==> src/rtl/alu_pkg.sv <==
// Shared opcode definitions for the ALU arbiter and its compute core.
package alu_pkg;

    typedef logic [3:0] opcode_t;

    localparam opcode_t OP_AND = 4'b0000;
    localparam opcode_t OP_OR  = 4'b0001;
    localparam opcode_t OP_ADD = 4'b0010;
    localparam opcode_t OP_SUB = 4'b0110;
    localparam opcode_t OP_SLT = 4'b0111;
    localparam opcode_t OP_NOR = 4'b1100;

endpackage

==> src/rtl/alu_core.sv <==
// Combinational ALU: WIDTH+1-bit compute on zero-extended operands, returns result and carry.
module alu_core
    import alu_pkg::*;
#(
    parameter int WIDTH = 32
) (
    input  logic [WIDTH-1:0] a,
    input  logic [WIDTH-1:0] b,
    input  opcode_t          op,
    output logic [WIDTH-1:0] result,
    output logic             carry
);

    logic [WIDTH:0] wide;

    always_comb begin
        wide = '0;
        case (op)
            OP_AND:  wide = {1'b0, a & b};
            OP_OR:   wide = {1'b0, a | b};
            OP_ADD:  wide = {1'b0, a} + {1'b0, b};
            OP_SUB:  wide = {1'b0, a} - {1'b0, b};
            OP_SLT:  wide = {{WIDTH{1'b0}}, (a < b)};
            OP_NOR:  wide = {1'b0, ~(a | b)};
            default: wide = '0;
        endcase
    end

    // Only ADD/SUB produce a meaningful top bit; SUB borrow shows up as carry=1.
    assign result = wide[WIDTH-1:0];
    assign carry  = ((op == OP_ADD) || (op == OP_SUB)) ? wide[WIDTH] : 1'b0;

endmodule

==> src/rtl/alu_arbiter.sv <==
// Round-robin issue of up to four requesters onto one shared ALU with a registered, tagged response.
// Optional grant locking (req_lock port) is enabled by defining ALU_ARB_LOCK_EN.
module alu_arbiter
    import alu_pkg::*;
#(
    parameter int WIDTH   = 32,
    parameter int NUM_REQ = 2,
    parameter int ID_W    = 2
) (
    input  logic                     clk,
    input  logic                     rst,
    input  logic [NUM_REQ-1:0]       req_valid,
    output logic [NUM_REQ-1:0]       req_ready,
    input  logic [NUM_REQ*WIDTH-1:0] req_a,
    input  logic [NUM_REQ*WIDTH-1:0] req_b,
    input  logic [NUM_REQ*4-1:0]     req_op,
`ifdef ALU_ARB_LOCK_EN
    input  logic [NUM_REQ-1:0]       req_lock,
`endif
    output logic                     rsp_valid,
    input  logic                     rsp_ready,
    output logic [ID_W-1:0]          rsp_id,
    output logic [WIDTH-1:0]         rsp_result,
    output logic                     rsp_zero,
    output logic                     rsp_carry
);

    logic             rsp_valid_reg;
    logic [ID_W-1:0]  rsp_id_reg;
    logic [WIDTH-1:0] rsp_result_reg;
    logic             rsp_zero_reg;
    logic             rsp_carry_reg;
    logic [ID_W-1:0]  ptr_reg;

    logic [NUM_REQ-1:0] eligible;
    logic               free;
    logic               issue;
    logic               hi_found;
    logic               lo_found;
    logic               grant_found;
    logic [ID_W-1:0]    hi_idx;
    logic [ID_W-1:0]    lo_idx;
    logic [ID_W-1:0]    grant_idx;
    logic [ID_W-1:0]    ptr_next;
    logic [WIDTH-1:0]   a_sel;
    logic [WIDTH-1:0]   b_sel;
    opcode_t            op_sel;
    logic [WIDTH-1:0]   alu_result;
    logic               alu_carry;

`ifdef ALU_ARB_LOCK_EN
    logic            lock_active_reg;
    logic [ID_W-1:0] lock_owner_reg;
    logic            lock_sel;

    // While locked, only the owner may compete, even if it is currently idle.
    for (genvar gi = 0; gi < NUM_REQ; gi++) begin : g_elig
        assign eligible[gi] = req_valid[gi] & (~lock_active_reg | (lock_owner_reg == ID_W'(gi)));
    end
`else
    for (genvar gi = 0; gi < NUM_REQ; gi++) begin : g_elig
        assign eligible[gi] = req_valid[gi];
    end
`endif

    assign free = ~rsp_valid_reg | rsp_ready;

    // Circular search: first eligible at/after the pointer, else wrap to the lowest eligible.
    always_comb begin
        hi_found = 1'b0;
        lo_found = 1'b0;
        hi_idx   = '0;
        lo_idx   = '0;
        for (int i = 0; i < NUM_REQ; i++) begin
            if (eligible[i]) begin
                if (!lo_found) begin
                    lo_found = 1'b1;
                    lo_idx   = ID_W'(i);
                end
                if (!hi_found && (i >= int'(ptr_reg))) begin
                    hi_found = 1'b1;
                    hi_idx   = ID_W'(i);
                end
            end
        end
        grant_found = hi_found | lo_found;
        grant_idx   = hi_found ? hi_idx : lo_idx;
    end

    assign issue    = grant_found & free & ~rst;
    assign ptr_next = (int'(grant_idx) == NUM_REQ - 1) ? '0 : grant_idx + ID_W'(1);

    for (genvar gi = 0; gi < NUM_REQ; gi++) begin : g_ready
        assign req_ready[gi] = issue & (grant_idx == ID_W'(gi));
    end

    always_comb begin
        a_sel  = '0;
        b_sel  = '0;
        op_sel = OP_AND;
`ifdef ALU_ARB_LOCK_EN
        lock_sel = 1'b0;
`endif
        for (int i = 0; i < NUM_REQ; i++) begin
            if (grant_idx == ID_W'(i)) begin
                a_sel  = req_a[i*WIDTH +: WIDTH];
                b_sel  = req_b[i*WIDTH +: WIDTH];
                op_sel = opcode_t'(req_op[i*4 +: 4]);
`ifdef ALU_ARB_LOCK_EN
                lock_sel = req_lock[i];
`endif
            end
        end
    end

    alu_core #(
        .WIDTH (WIDTH)
    ) u_alu_core (
        .a      (a_sel),
        .b      (b_sel),
        .op     (op_sel),
        .result (alu_result),
        .carry  (alu_carry)
    );

    always_ff @(posedge clk or posedge rst) begin
        if (rst) begin
            rsp_valid_reg  <= 1'b0;
            rsp_id_reg     <= '0;
            rsp_result_reg <= '0;
            rsp_zero_reg   <= 1'b0;
            rsp_carry_reg  <= 1'b0;
            ptr_reg        <= '0;
`ifdef ALU_ARB_LOCK_EN
            lock_active_reg <= 1'b0;
            lock_owner_reg  <= '0;
`endif
        end else begin
            if (issue) begin
                rsp_valid_reg  <= 1'b1;
                rsp_id_reg     <= grant_idx;
                rsp_result_reg <= alu_result;
                rsp_zero_reg   <= (alu_result == '0);
                rsp_carry_reg  <= alu_carry;
`ifdef ALU_ARB_LOCK_EN
                // Pointer is frozen while a lock is taken and resumes after the releasing issue.
                if (lock_sel) begin
                    lock_active_reg <= 1'b1;
                    lock_owner_reg  <= grant_idx;
                end else begin
                    lock_active_reg <= 1'b0;
                    ptr_reg         <= ptr_next;
                end
`else
                ptr_reg <= ptr_next;
`endif
            end else if (rsp_ready) begin
                rsp_valid_reg <= 1'b0;
            end
        end
    end

    assign rsp_valid  = rsp_valid_reg;
    assign rsp_id     = rsp_id_reg;
    assign rsp_result = rsp_result_reg;
    assign rsp_zero   = rsp_zero_reg;
    assign rsp_carry  = rsp_carry_reg;

endmodule

==> config.mk <==
export PLATFORM = sky130hd
export DESIGN_NAME = alu_arbiter
export DESIGN_NICKNAME = d
export VERILOG_FILES = /design/src/rtl/alu_pkg.sv /design/src/rtl/alu_core.sv /design/src/rtl/alu_arbiter.sv
export SDC_FILE = /design/constraint.sdc
export NUM_CORES = 1
export LEC_CHECK = 0
export CORE_UTILIZATION = 50
export DETAILED_ROUTE_END_ITERATION = 8
export DONT_BUFFER_PORTS = 1
export MAX_ROUTING_LAYER = met4
export PLACE_DENSITY_LB_ADDON = 0.05
export SLEW_MARGIN = 20
export SYNTH_ARGS = -nofsm -noshare
export SYNTH_HDL_FRONTEND = slang
export SYNTH_SLANG_ARGS = --single-unit
==> constraint.sdc <==
create_clock -name clk -period 5.4 [get_ports clk]
set_input_delay 0.27 -clock clk [delete_from_list [all_inputs] [get_ports clk]]
set_output_delay 0.27 -clock clk [all_outputs]
set_load 0.01 [all_outputs]
After elaboration in Yosys (flattened, before gate mapping)
Cells that the tools add are included.
- $add $sub $neg: 3
- magnitude comparators: 3
- eq/ne operators: 7
- muxes and demuxes: 22
- bitwise operators: 11
- reductions and logical operators: 7
- operators by type and width (kind ; number):
    $pmux 33 s6 ; 1
    $mux 32 ; 4
    $add 32x32->33 ; 1
    $sub 32x32->33 ; 1
    $and 32x32->32 ; 1
    $logic_not 32->1 ; 1
    $lt 32x32->1 ; 1
    $not 32->32 ; 1
    $or 32x32->32 ; 1
    $mux 1 ; 13
    $eq 4x3->1 const B ; 2
    $mux 4 ; 2
    $and 1x1->1 ; 4
    $eq 4x1->1 const B ; 1
    $eq 4x2->1 const B ; 1
    $eq 4x4->1 const B ; 1
    $ge 1x2->1 const A ; 2
    $logic_not 4->1 ; 1
    $mux 2 ; 2
    $add 2x1->2 const B ; 1
    $eq 2x1->1 const B ; 1
    $eq 2x2->1 const B ; 1
    $logic_not 2->1 ; 1
    $not 1->1 ; 2
    5 further kinds ; 6
- register bits: 39
- input port bits: 141
- output and inout bits: 39

Longest topological paths before layout
Gate-level depths: netlist of the first run.
- depth after elaboration: 15
- gate-level depth with buffers: 23
- mapped depth without buffers: 19

Hierarchy
A second synthesis of the first run with hierarchy kept.
- cell total of the unflattened synthesis: 858
- area total of the unflattened synthesis: 6890.4 sq um
- by module, submodules not included (module ; times used ; cells an instance ; area an instance (sq um) ; seq. area each (sq um)):
    alu_core ; 1 ; 682 ; 4541.9 ; 0.0
    alu_arbiter ; 1 ; 176 ; 2348.5 ; 925.9

Worst setup path after synthesis of the first run
Ideal clock, no wire load.
- path type: flip-flop to flip-flop
- start: reg ptr_reg[0]
- end: reg rsp_zero_reg, in the netlist rsp_zero
- library setup time: 0.104 ns
- data arrival time: 4.953 ns
- path slack: 0.344 ns
- stages on the path, launching flop included: 23
- path buffers: 3
- clock period less this slack: 5.056 ns
- cell sequence: dfrtp_1 nand2b_1 buf_2 nand2_1 buf_1 buf_1 mux2i_1 inv_1 ha_1 inv_1 fa_1 and2b_1 o2111ai_2 a211oi_1 o311a_1 or2_4 a221o_1 a221oi_2 nand2_1 nor4b_2 nand4_1 nand4b_1 o41ai_2
- longest elaborated chain between the ends: 15
- elaborated cells between the ends (all ways): 36
- classes of those cells: 2 x add/sub; 3 x order compare; 6 x eq/ne; 14 x mux; 6 x bitwise; 5 x reduce/logical
- RTL lines (item ; RTL line ; RTL):
    from (decl) ; alu_arbiter.sv:33 ; logic [ID_W-1:0] ptr_reg;
    from (signal assigned) ; alu_arbiter.sv:155 ; ptr_reg <= ptr_next;
    parallel branches: the longest is 15 deep, another holds $sub 32x32->33 ; -- ;
    to (signal assigned) ; alu_arbiter.sv:143 ; rsp_zero_reg <= (alu_result == '0);
    to (decl) ; alu_arbiter.sv:31 ; logic rsp_zero_reg;
Parallel ways; which one is timed is not known.
A chain may end at the register's enable or synchronous reset.

Worst setup path after layout of the first run
Same ends and word-level chain as after synthesis.

==> run_results.csv, run 1 <==
group,metric,value,unit
clocking,cts_hold_buffers,0,
pwr,internal_power,1.04,mW
pwr,p_sw,1.06,mW
worst_setup_path,startpoint_type,"flip-flop",
sta,min_period_over_period,95.4,%
yosys,yosysWarnings,0,
cells_and_area,largest_register_ff_count,32,
sta,rsz0062_at_grt,"false",
floorplanning,die_area,15900,sq um
worst_hold_path,hold_class,"input pin to asynchronous set/reset pin",
cells_and_area,syn_to_final_growth,5.33,%
clocking,cts.htree.levels,2,
yosys,seq_area_frac_synth,12.0,%
cells_and_area,final_cell_mix,"nand2_1, ha_1, inv_1, a21oi_1, nor2_1",
clocking,cts_resized,0,
cells_and_area,diodes,0,
sta,fin_tns_setup,0,ps
cells_and_area,mostFrequentLayoutCell,"nand2_1",
worst_setup_path,endpoint_kind,"flip-flop",
sta,setup_viol,0,
yosys,netlist_area,7720,sq um
clocking,clk_pin_slew,60,ps
detailed_routing,routed_via_density,6.46,
worst_setup_path,worstReg2RegEnd,"rsp_zero",
place,portBuffers,0,
detailed_routing,drc,0,
yosys,postSynthCellCount,1134,
detailed_routing,vias,8350,
run_status,outcome,"complete, but fails checks",
pwr,combPwrFrac,62.9,%
clocking,cts.path.max_buffers,2,
pwr,clock_power_share,16.1,%
worst_setup_path,cp.required,5590,ps
grt,antenna_found_initial,0,
floorplanning,num_io_pins,180,
sta,final_hold_viol_count,7,
clocking,numCtsBuffers,5,
sta,finalMaxSlewViolations,0,
worst_setup_path,crit_start,"ptr_reg[0]",
run,cap_violations,0,
clocking,clk_latency,290,ps
floorplanning,coreArea,15100,sq um
grt,grt_pass1_vias,7543,
place,place_hpwl,21.2,mm
floorplanning,die_w,126,um
floorplanning,rows,45,
yosys,syn_nets,1375,
worst_setup_path,reg2regPathDepth,19,
yosys,syn_area_per_cell,6.81,sq um
yosys,ys_async_sr_fraction,100,%
worst_setup_path,crit_type,"flip-flop to flip-flop",
sta,slew_headroom,21.7,%
pwr,ir_drop,133,uV
clocking,cts_tree,"yes",
yosys,synth_cell_types,87,
grt,grt_first_pass_wirelength,41.5,mm
floorplanning,fp.dieH,126,um
detailed_routing,wl_per_cell,20.6,um
detailed_routing,ant_nets,0,
yosys,synth-edff-count,0,
pwr,seq_power_share,21.1,%
detailed_routing,drt_pass1_iterations,8,
yosys,ys.flop_type,"dfrtp_1",
floorplanning,initial_utilization,51.0,%
clocking,cts-root-buf,"clkbuf_16",
detailed_routing,wl,26.6,mm
pwr,total_power,2.10,mW
detailed_routing,drt_iter0_markers,979,
sta,timing.hold.ws,-8.72,ps
grt,overflow,0,
pwr,power.leakage,3.90,nW
worst_setup_path,arrival,5340,ps
yosys,ys_seq_elements,37,
cells_and_area,drive_gt1_share,7.88,%
clocking,clock_sinks,37,
pwr,sw_frac_of_total,50.5,%
cells_and_area,final_nets,1344,
place,post_dp_cell_area,7930,sq um
sta,setup_slack,247,ps
worst_setup_path,worstReg2RegStart,"ptr_reg[0]",
cells_and_area,final_area,8130,sq um
sta,period_minus_slack,5150,ps
worst_setup_path,crit_fanout,12,
sta,clock_skew,10.3,ps
place,gp_congestion,0.996,
run_status,violations,"negative hold slack",
place,place_ws,102,ps
cells_and_area,fillers,1556,
grt,track_usage,33.9,%
sta,fmax,194,MHz
grt,grt_max_degree,51,
worst_setup_path,reg2reg_setup_slack,250,ps
pwr,power_density,258,nW/um^2
sta,tightestPinTransition,1170,ps
clocking,post_cts_buffers,0,
-- layer usage --
layer  wire length [um]  global-route usage [%]  vias to the layer above
met3               2780                    7.86                       54
met2              11200                    50.3                      461
met1              12000                    45.9                     3834
met4                653                    8.58                        0
met5                  0                       -                        -
li1                   -                       -                     4001
-- kinds of logic after synthesis --
logic type	after synthesis	share of synthesized area (%)
AOI/OAI and AO/OA	359	33.0
xor gates and xnor gates	9	1.02
adders and majority gates	100	16.4
buffers and inverters	168	8.67
DFF	37	12.0
muxes	31	4.10
other	1	0.0486
and+or+nand+nor	429	24.8
-- through the flow --
stage / std cells / hold WS, ps / util (%)
floorplan: 1134 / 456 / -
global placement: 1284 / 306 / 52.4
detailed placement: 1284 / 310 / 52.4
CTS: 1292 / 8.64 / 53.5
global route: 1292 / 42.3 / 53.7
finish: 1292 / -8.72 / 53.7
-- critical path, stage by stage, from the launching register on --
cell and delay [ps]:
dfrtp_1 380, nand2b_1 290, nand2_4 260, mux2i_2 320, inv_1 80, ha_1 220, inv_1 90, fa_1 210
and2b_1 220, o2111ai_2 260, a211oi_1 190, o311a_1 460, or2_4 270, a221o_1 360, a221oi_2 310, nand2_1 110
nor4b_2 270, nand4_1 150, nand4b_1 270, o41ai_2 340
-- cell type report --
type | instances | area, sq um | share of cell area [%]
multi-input combinational | 929 | 6180 | 76.0
sequential | 37 | 926 | 11.4
inverter | 102 | 383 | 4.71
timing repair buffer | 28 | 235 | 2.89
tap | 188 | 235 | 2.89
clock buffer | 5 | 125 | 1.54
clock inverter | 3 | 46.3 | 0.569
-- power groups by stage --
stage | sequential [mW] | clock, mW | combinational (mW)
3_3_place_gp | 0.443 | 0 | 1.28
6_report | 0.442 | 0.338 | 1.32
3_5_place_dp | 0.446 | 0 | 1.28
5_1_grt | 0.450 | 0.354 | 1.45
4_1_cts | 0.441 | 0.344 | 1.29
2_1_floorplan | 0.415 | 0 | 0.967
-- synthesized netlist by cell type, types with 7 or more instances --
library cell	number	area (sq um)
a211oi_1	11	82.6
a21o_1	15	113
a21oi_1	92	460
a221o_1	18	180
a221oi_1	19	166
a31oi_1	12	75.1
and3_1	7	43.8
buf_1	10	37.5
buf_2	13	65.1
clkbuf_1	38	143
dfrtp_1	37	926
ha_1	98	1230
inv_1	92	345
inv_2	10	37.5
mux2i_1	26	260
nand2_1	226	848
nand2b_1	10	62.6
nand3_1	13	65.1
nand4_1	10	62.6
nor2_1	85	319
nor2b_1	8	50.1
nor3_1	21	105
nor4_1	12	75.1
o211ai_1	11	82.6
o21a_1	9	67.6
o21ai_0	61	305
o21bai_1	7	52.6
o221ai_1	8	70.1
o31ai_1	12	90.1
or4_1	9	67.6
xnor2_1	8	70.1
-- worst max-delay path by stage --
| stage | endpoint | slack (ps) | cells past startpoint |
|---|---|---|---|
| after detailed placement | rsp_zero | 100 | 18 |
| after CTS | rsp_zero | 70 | 18 |
| after floorplan | rsp_zero | 340 | 22 |
| final | rsp_zero | 250 | 19 |
| after global routing | rsp_zero | 8 | 19 |
| after global placement | rsp_zero | 80 | 18 |
Note: power is estimated with default switching activity, not from simulation.
==> run 2, diff against run 1 <==
ABC_AREA = 1   (was not set)
REMOVE_ABC_BUFFERS = 1   (was not set)
clock period = 6.3 ns   (was 5.4 ns; I/O delays follow)
==> run_results.csv, run 2 <==
group,metric,value,unit
detailed_routing,routed.top_layer,"met4",
detailed_routing,met2_length,14.8,mm
clocking,cts_resized,0,
worst_hold_path,hold_class,"input pin to asynchronous set/reset pin",
worst_setup_path,crit_fanout,91,
worst_setup_path,cp.required,6520,ps
sta,setup_viol,0,
clocking,cts.htree.levels,2,
grt,grt_max_degree,92,
detailed_routing,drt-met1-wl,15.7,mm
cells_and_area,finalCoreUtilization,52.3,%
grt,antenna_found_initial,0,
floorplanning,fp.dieH,138,um
worst_setup_path,startpoint_type,"flip-flop",
sta,tightestPinTransition,1070,ps
cells_and_area,final_area,9450,sq um
clocking,cts_hold_buffers,0,
cells_and_area,largest_register_ff_count,32,
detailed_routing,ant_nets,0,
yosys,synth.most_common_cell,"nand2_1",
clocking,cts_tree,"yes",
sta,clock_skew,3.25,ps
yosys,postSynthCellCount,1791,
detailed_routing,drt_pass1_iterations,8,
floorplanning,die_area,19100,sq um
yosys,synth_area_leader_cell,"nand2_1",
sta,min_period_over_period,70.5,%
clocking,clock_sinks,37,
yosys,synth-edff-count,0,
worst_setup_path,crit_type,"flip-flop to flip-flop",
cells_and_area,fillers,2030,
clocking,post_cts_buffers,0,
floorplanning,die_w,138,um
pwr,power_density,205,nW/um^2
run_status,violations,"design-rule violations",
place,post_dp_cell_area,9320,sq um
cells_and_area,diodes,0,
yosys,synth_area_leaders,"nand2_1, inv_1, ha_1",
cells_and_area,mostFrequentLayoutCell,"nand2_1",
grt,grt_pass1_vias,9684,
sta,rsz0062_at_grt,"false",
run,cap_violations,0,
place,gp_congestion,1.02,
yosys,yosysWarnings,0,
yosys,syn_area_per_cell,5.19,sq um
detailed_routing,vias,10700,
detailed_routing,wl_per_cell,17.6,um
place,place_hpwl,29.1,mm
detailed_routing,wl,34.7,mm
detailed_routing,drt_iter0_markers,947,
detailed_routing,routed_via_density,5.42,
cells_and_area,final_cell_mix,"nand2_1, inv_1, nor2_1",
sta,finalMaxSlewViolations,0,
sta,slew_headroom,27.9,%
yosys,synth_top_area_share,24.0,%
cells_and_area,final_nets,1990,
run_status,outcome,"complete, but fails checks",
cells_and_area,syn_to_final_growth,1.70,%
pwr,power.leakage,5.74,nW
yosys,netlist_area,9290,sq um
clocking,cts.path.max_buffers,2,
clocking,numCtsBuffers,5,
place,portBuffers,0,
yosys,synth_cell_types,42,
sta,fmax,225,MHz
grt,grt_first_pass_wirelength,53.4,mm
yosys,ys_async_sr_fraction,100,%
sta,period_minus_slack,4440,ps
grt,overflow,0,
floorplanning,coreArea,18100,sq um
grt,track_usage,37.0,%
floorplanning,num_io_pins,180,
yosys,synthTopCellsByCount,"nand2_1, inv_1, nor2_1",
floorplanning,rows,49,
clocking,clk_pin_slew,50,ps
sta,final_hold_viol_count,0,
detailed_routing,wl_met3,3.17,mm
detailed_routing,drc,26,
worst_setup_path,endpoint_kind,"flip-flop",
cells_and_area,drive_gt1_share,3.66,%
worst_setup_path,arrival,4660,ps
yosys,ys.flop_type,"dfrtp_1",
floorplanning,initial_utilization,51.4,%
yosys,seq_area_frac_synth,9.96,%
pwr,ir_drop,107,uV
yosys,ys_seq_elements,37,
clocking,cts-root-buf,"clkbuf_16",
sta,fin_tns_setup,0,ps
clocking,clk_latency,280,ps
-- run 2: routing by layer --
layer | GRT usage [%] | vias up
met5 | - | -
met4 | 11.9 | 0
met3 | 4.36 | 58
met2 | 57.2 | 530
met1 | 50.0 | 4770
li1 | - | 5349
-- run 2: stage by stage --
step	hold slack [ps]	cells	setup WS, ps	power (mW)
global placement	420	1971	1950	1.67
detailed placement	422	1971	1910	1.67
finish	106	1977	1860	1.93
floorplan	411	1737	2900	1.27
CTS	130	1977	1890	1.90
global route	141	1977	1340	2.10
-- run 2: worst paths after layout --
check | cells past startpoint | to | slack [ps] | start
worst max-delay path | 25 | rsp_zero | 1860 | ptr_reg[0]
worst min-delay path | 2 | rsp_result[27] | 110 | rst
worst max register to register | 25 | rsp_zero | 1860 | ptr_reg[0]
worst min register to register | 2 | rsp_result[27] | 550 | rsp_result[27]
max in group asynchronous | 2 | rsp_result[1] | 5860 | rst
min in group clk | 1 | rsp_valid | 150 | rsp_ready
-- run 2: kinds of logic (layout without fill, tap and decap cells) --
| logic type | Yosys count | in the layout | share of synthesized area [%] |
|---|---|---|---|
| compound gates | 182 | 182 | 10.4 |
| xor+xnor | 4 | 4 | 0.377 |
| fa+ha+maj | 100 | 100 | 13.6 |
| buf+inv | 414 | 371 | 17.8 |
| flops | 37 | 37 | 9.96 |
| mux | 2 | 2 | 0.215 |
| other cells | 1 | 1 | 0.0403 |
| simple gates | 1051 | 1051 | 47.6 |
-- run 2: cell type report --
cell class	instances	area, sq um	area share, %
multi-input combinational	1340	6720	71.1
timing repair buffer	5	37.5	0.397
clock inverter	1	5.00	0.0530
inverter	360	1350	14.3
tap	229	287	3.03
sequential	37	926	9.80
clock buffer	5	125	1.32
-- run 2: critical path, stage by stage (launching register included) --
cell and delay, ps:
dfrtp_1 370, inv_2 90, nand2_2 110, nand2_4 590, o21ai_0 310, inv_1 120, ha_1 240, inv_1 90
fa_1 440, inv_1 120, nand3_1 100, nand2_1 240, nand2_1 120, nand2_1 160, nand2_1 70, nand2_1 60
nor2_1 40, nor2_1 90, nand3_1 230, nor2_1 160, nand2_1 60, nor2_1 150, nand3_1 110, nor2_1 140
nand3_1 90, nand2_1 60
-- run 2: report_power, final --
group          internal (mW)  switching [mW]  leakage, nW
sequential             0.281          0.0518        0.491
combinational          0.387           0.989         5.19
clock                  0.141          0.0837       0.0655
